**src/rtl/mul_pkg.sv**
```systemverilog
// mul_pkg: shared constants, FSM state type and flag helper for mul_unit.
// Build option: define MUL_LONG_EN for a 64-bit product (result_hi port, N from bit 63).
package mul_pkg;

    localparam int MUL_XLEN = 32;
    localparam int MUL_ITER = 32;
    localparam int MUL_CNTW = 5;

`ifdef MUL_LONG_EN
    localparam int MUL_ACCW = 64;
`else
    localparam int MUL_ACCW = 32;
`endif

    // Counter value seen during the final shift-add iteration.
    localparam logic [MUL_CNTW-1:0] MUL_CNT_LAST = MUL_CNTW'(MUL_ITER - 1);

    typedef enum logic [1:0] {
        IDLE = 2'd0,
        RUN  = 2'd1,
        DONE = 2'd2
    } mul_state_e;

    // {N, Z} of a product: N is the top bit, Z covers every bit held.
    function automatic logic [1:0] mul_flags(input logic [MUL_ACCW-1:0] prod);
        return {prod[MUL_ACCW-1], (prod == {MUL_ACCW{1'b0}})};
    endfunction

endpackage

```
**src/rtl/mul_unit.sv**
```systemverilog
// mul_unit: iterative shift-add multiplier, one multiplier bit per cycle.
// 32 RUN cycles, then a one-cycle DONE that carries the product and flags.
// Build option: MUL_LONG_EN widens the accumulator to 64 bits and adds result_hi.
module mul_unit
    import mul_pkg::*;
(
    input  logic                clk,
    input  logic                reset,
    input  logic                start,
    input  logic [MUL_XLEN-1:0] srca,
    input  logic [MUL_XLEN-1:0] srcb,
    output logic                stall,
    output logic                done,
    output logic [MUL_XLEN-1:0] result,
`ifdef MUL_LONG_EN
    output logic [MUL_XLEN-1:0] result_hi,
`endif
    output logic [1:0]          mulflags
);

    mul_state_e          state_r;
    mul_state_e          state_nxt_s;
    logic [MUL_ACCW-1:0] a_r;
    logic [MUL_ACCW-1:0] acc_r;
    logic [MUL_ACCW-1:0] sum_s;
    logic [MUL_ACCW-1:0] prod_r;
    logic [MUL_XLEN-1:0] b_r;
    logic [MUL_CNTW-1:0] cnt_r;
    logic [1:0]          flags_r;
    logic                done_r;
    logic                last_s;

    // Partial-sum adder (carry out dropped) and final-iteration detect.
    always_comb begin
        sum_s  = acc_r + (b_r[0] ? a_r : {MUL_ACCW{1'b0}});
        last_s = (state_r == RUN) && (cnt_r == MUL_CNT_LAST);
    end

    // Next-state decode; start only matters in IDLE.
    always_comb begin
        state_nxt_s = state_r;
        case (state_r)
            IDLE: begin
                if (start) begin
                    state_nxt_s = RUN;
                end else begin
                    state_nxt_s = IDLE;
                end
            end
            RUN: begin
                if (last_s) begin
                    state_nxt_s = DONE;
                end else begin
                    state_nxt_s = RUN;
                end
            end
            DONE:    state_nxt_s = IDLE;
            default: state_nxt_s = IDLE;
        endcase
    end

    // State register with synchronous active-low reset.
    always_ff @(posedge clk) begin
        if (!reset) begin
            state_r <= IDLE;
        end else begin
            state_r <= state_nxt_s;
        end
    end

    // Shift-add datapath: load operands on accept, then one bit per RUN cycle.
    always_ff @(posedge clk) begin
        if (!reset) begin
            a_r   <= {MUL_ACCW{1'b0}};
            b_r   <= {MUL_XLEN{1'b0}};
            acc_r <= {MUL_ACCW{1'b0}};
            cnt_r <= {MUL_CNTW{1'b0}};
        end else begin
            case (state_r)
                IDLE: begin
                    if (start) begin
                        a_r   <= MUL_ACCW'(srca);
                        b_r   <= srcb;
                        acc_r <= {MUL_ACCW{1'b0}};
                        cnt_r <= {MUL_CNTW{1'b0}};
                    end
                end
                RUN: begin
                    acc_r <= sum_s;
                    a_r   <= {a_r[MUL_ACCW-2:0], 1'b0};
                    b_r   <= {1'b0, b_r[MUL_XLEN-1:1]};
                    cnt_r <= cnt_r + 5'd1;
                end
                default: begin
                    acc_r <= acc_r;
                end
            endcase
        end
    end

    // Result/flag capture on the final iteration; held until the next one.
    always_ff @(posedge clk) begin
        if (!reset) begin
            prod_r  <= {MUL_ACCW{1'b0}};
            flags_r <= 2'b01;
            done_r  <= 1'b0;
        end else begin
            done_r <= last_s;
            if (last_s) begin
                prod_r  <= sum_s;
                flags_r <= mul_flags(sum_s);
            end
        end
    end

    // stall must follow start combinationally in IDLE so the fetch stage
    // freezes in the same cycle the multiply is decoded.
    assign stall    = ((state_r == IDLE) && start) || (state_r == RUN);
    assign done     = done_r;
    assign result   = prod_r[MUL_XLEN-1:0];
`ifdef MUL_LONG_EN
    assign result_hi = prod_r[MUL_ACCW-1:MUL_XLEN];
`endif
    assign mulflags = flags_r;

endmodule

```
**config.mk**
```make
export PLATFORM = sky130hd
export DESIGN_NAME = mul_unit
export DESIGN_NICKNAME = d
export VERILOG_FILES = /design/src/rtl/mul_pkg.sv /design/src/rtl/mul_unit.sv
export SDC_FILE = /design/constraint.sdc
export NUM_CORES = 1
export LEC_CHECK = 0
export ABC_AREA = 1
export CORE_MARGIN = 10
export CORE_UTILIZATION = 40
export CTS_CLUSTER_SIZE = 40
export DETAILED_ROUTE_END_ITERATION = 8
export SYNTH_ARGS = -nofsm -noshare
export SYNTH_HDL_FRONTEND = slang
export SYNTH_SLANG_ARGS = --single-unit
```
**constraint.sdc**
```tcl
create_clock -name clk -period 6.1 [get_ports clk]
set_input_delay 1.22 -clock clk [delete_from_list [all_inputs] [get_ports clk]]
set_output_delay 1.22 -clock clk [all_outputs]
set_load 0.02 [all_outputs]
```
==> results_dict.tcl <==
set metrics [dict create \
    dp.cells 1627 \
    hp-class "flop to flop" \
    ctsHoldBuffers 0 \
    drt_iter0_markers 568 \
    worstSetupEndpointType "output port" \
    p_sw_share_pct 26.3 \
    rsz0062_at_grt "false" \
    portBuffers 102 \
    wl_per_cell_um 14.5 \
    p_leak_nw 4.84 \
    routed_wl_um 24000 \
    worstMarginPinSlew_ns 1.06 \
    num-nets-final 1482 \
    cp_slowest_stage_delay_ns 0.60 \
    n_antenna_cell 0 \
    yosys_warnings 0 \
    grt_pass1_wl_um 39400 \
    worstPathMaxFanout 3 \
    skew_ns 0.0154 \
    start_util_pct 40.9 \
    fin_crit_ns 3.84 \
    first_pass_iters 5 \
    setup-violations-final 0 \
    stdcell_count 1659 \
    crit_path_cell_trace "clkdlybuf4s50_1, nand3_1, inv_2, nor2_4, inv_1, clkdlybuf4s50_1" \
    die_area_sq_um 26100 \
    p_per_area_nw_per_um2 219 \
    synth_cells 1307 \
    cp_slowest_cell "clkdlybuf4s50_1" \
    vdd_ir_drop_max_v 0.000199 \
    crit_type "primary input to output port" \
    ctsResizeCount 0 \
    numCtsBuffers 17 \
    fin_hold_ws_ns 0.466 \
    grt_pass1_vias 7623 \
    power_frac_seq_pct 43.9 \
    setup_tns_ns 0 \
    row_count 51 \
    syn_area_sq_um 8020 \
    cp_common_cell "clkdlybuf4s50_1" \
    worst_setup_path_start_kind "primary input" \
    cts_root_buf "clkbuf_16" \
    drive_above_1_share_pct 3.66 \
    cp.required_ns 4.88 \
    place_area_sq_um 9220 \
    finalWeightedCongestion 0.923 \
    ant_nets 0 \
    arrival_ns 2.62 \
    post-cts-setup-buffers 0 \
    finalHoldViolCount 0 \
    clock_latency_ns 0.43 \
    final_cell_mix "551 x nand2_1, 200 x inv_1, 136 x dfxtp_1" \
    antenna_found_initial 0 \
    cap_violations 0 \
    dp_hpwl_um 17800 \
    die_h_um 162 \
    grt-ovfl-total 0 \
    ys_types 36 \
    grt_usage_pct 18.5 \
    dr_total_vias 8070 \
    syn_nets 1408 \
    status "finished, final reports clean" \
    ys_ff_latch 136 \
    clk_pin_slew_ns 0.06 \
    syn2layout_area_growth_pct 22.0 \
    fillerInstances 2131 \
    regArea_sq_um 2720 \
    core_sq_um 19600 \
    mostFrequentLayoutCell "nand2_1" \
    syn_area_per_cell_sq_um 6.14 \
    cts_tree "done" \
    clock_path_buffers 2 \
    slew_violations 0 \
    avgViaCountPerCell 4.86 \
    cts_max_level 4 \
    maxClockFrequency_mhz 260 \
    postLayoutCellArea_sq_um 9790 \
    grt_max_degree 100 \
    die_w_um 162 \
    power_frac_clock_pct 46.3 \
    comb_power_share_pct 9.8 \
    drc 0 \
    multiInputGateArea_sq_um 4330 \
    period_share_pct 63.0 \
    internal-power_mw 1.58 \
    max_slew_margin_pct 29.0 \
    clock-sinks 136 \
    power_switching_uw 563 \
    ys_seq_area_share_pct 33.9 \
    ios 103 \
]
==> state kept, by name, indices dropped and copies added, names as in the netlist <==
signal,cells
a_r,32
acc_r,32
b_r,32
result,32
cnt_r,5
state_r,2
mulflags,1
==> per-layer routing <==
metal / part of all wire [%] / global-route usage, % / wire, um / up-vias
met4: 1.1 / 4.34 / 268 / 0
met5: 0 / 0 / 0 / -
met2: 43 / 27.6 / 10300 / 182
met3: 6.2 / 5.08 / 1480 / 20
met1: 50 / 25.7 / 11900 / 3641
li1: - / - / - / 4227
==> cells by family (layout without fill, tap and decap cells) <==
| family | Yosys count | count (layout) | synth area share (%) |
|---|---|---|---|
| AND/OR/NAND/NOR | 691 | 691 | 34.2 |
| buffers and inverters | 258 | 345 | 12.2 |
| flip-flops | 136 | 136 | 33.9 |
| AO/OA/AOI/OAI | 179 | 179 | 13.2 |
| XOR/XNOR | 9 | 9 | 0.983 |
| adder cells (fa/ha/maj) | 34 | 34 | 5.40 |
==> power groups by stage <==
stage	Clock [mW]	Sequential (mW)	Combinational (mW)
after CTS	1.01	0.942	0.212
after global routing	1.05	0.946	0.235
after floorplan	0	0.956	0.129
final	0.992	0.942	0.209
after global placement	0	0.961	0.209
after detailed placement	0	0.961	0.211
==> cell type report <==
| type | instances | share of cell area, % |
|---|---|---|
| repair buffers | 109 | 11.0 |
| flip-flops and latches | 136 | 27.8 |
| multi-input cells | 913 | 44.2 |
| clock buffers | 19 | 4.53 |
| inverters | 204 | 7.83 |
| clock inverters | 13 | 1.27 |
| well taps | 265 | 3.39 |
==> cell usage after synthesis <==
library cell	n	share of area [%]
nor2_1	58	2.7
nand4_1	11	0.86
or2_1	1	0.078
xnor2_1	6	0.66
a21o_1	1	0.094
o21bai_1	15	1.4
o211a_1	1	0.12
nor2_4	1	0.14
buf_2	5	0.31
nand2_2	1	0.078
dfxtp_1	136	34
nor2_2	2	0.16
and2_2	1	0.094
clkbuf_1	36	1.7
nand3b_1	4	0.37
buf_1	11	0.51
ha_1	33	5.1
xor2_1	3	0.33
o21ai_0	19	1.2
buf_4	1	0.094
nand2_1	551	26
nor3_1	6	0.37
clkinv_1	1	0.047
nand3_2	1	0.12
inv_2	1	0.047
fa_1	1	0.25
a22oi_1	22	2.1
o211ai_1	7	0.66
a21oi_1	77	4.8
or2_2	3	0.23
and2_1	1	0.078
inv_1	202	9.5
clkbuf_2	1	0.062
nand3_1	50	3.1
a221oi_1	1	0.11
a31oi_1	36	2.8
==> worst max-delay path: cells and delay by family <==
kind                   cells  cell delay, ns
buffers and inverters      4            1.24
AND/OR/NAND/NOR            2            0.16
==> path summary, 6_finish.rpt <==
kind / slack, ns / cells past startpoint / to / from
hold / removal: 0.47 / 2 / b_r[13] / b_r[13]
setup reg to reg: 2.89 / 11 / result[1] / cnt_r[0]
hold reg to reg: 0.47 / 2 / b_r[13] / b_r[13]
setup / recovery: 2.26 / 6 / stall / start
==> per-stage QoR <==
step / setup slack (ns) / util [%] / total power, mW
6_report: 2.26 / 50.0 / 2.14
3_5_place_dp: 2.25 / 47.1 / 1.17
2_1_floorplan: 2.94 / - / 1.09
5_1_grt: 2.20 / 50.0 / 2.23
3_3_place_gp: 2.26 / 47.1 / 1.17
4_1_cts: 2.24 / 50.0 / 2.16
No activity file was read; power rests on OpenSTA's default activity.
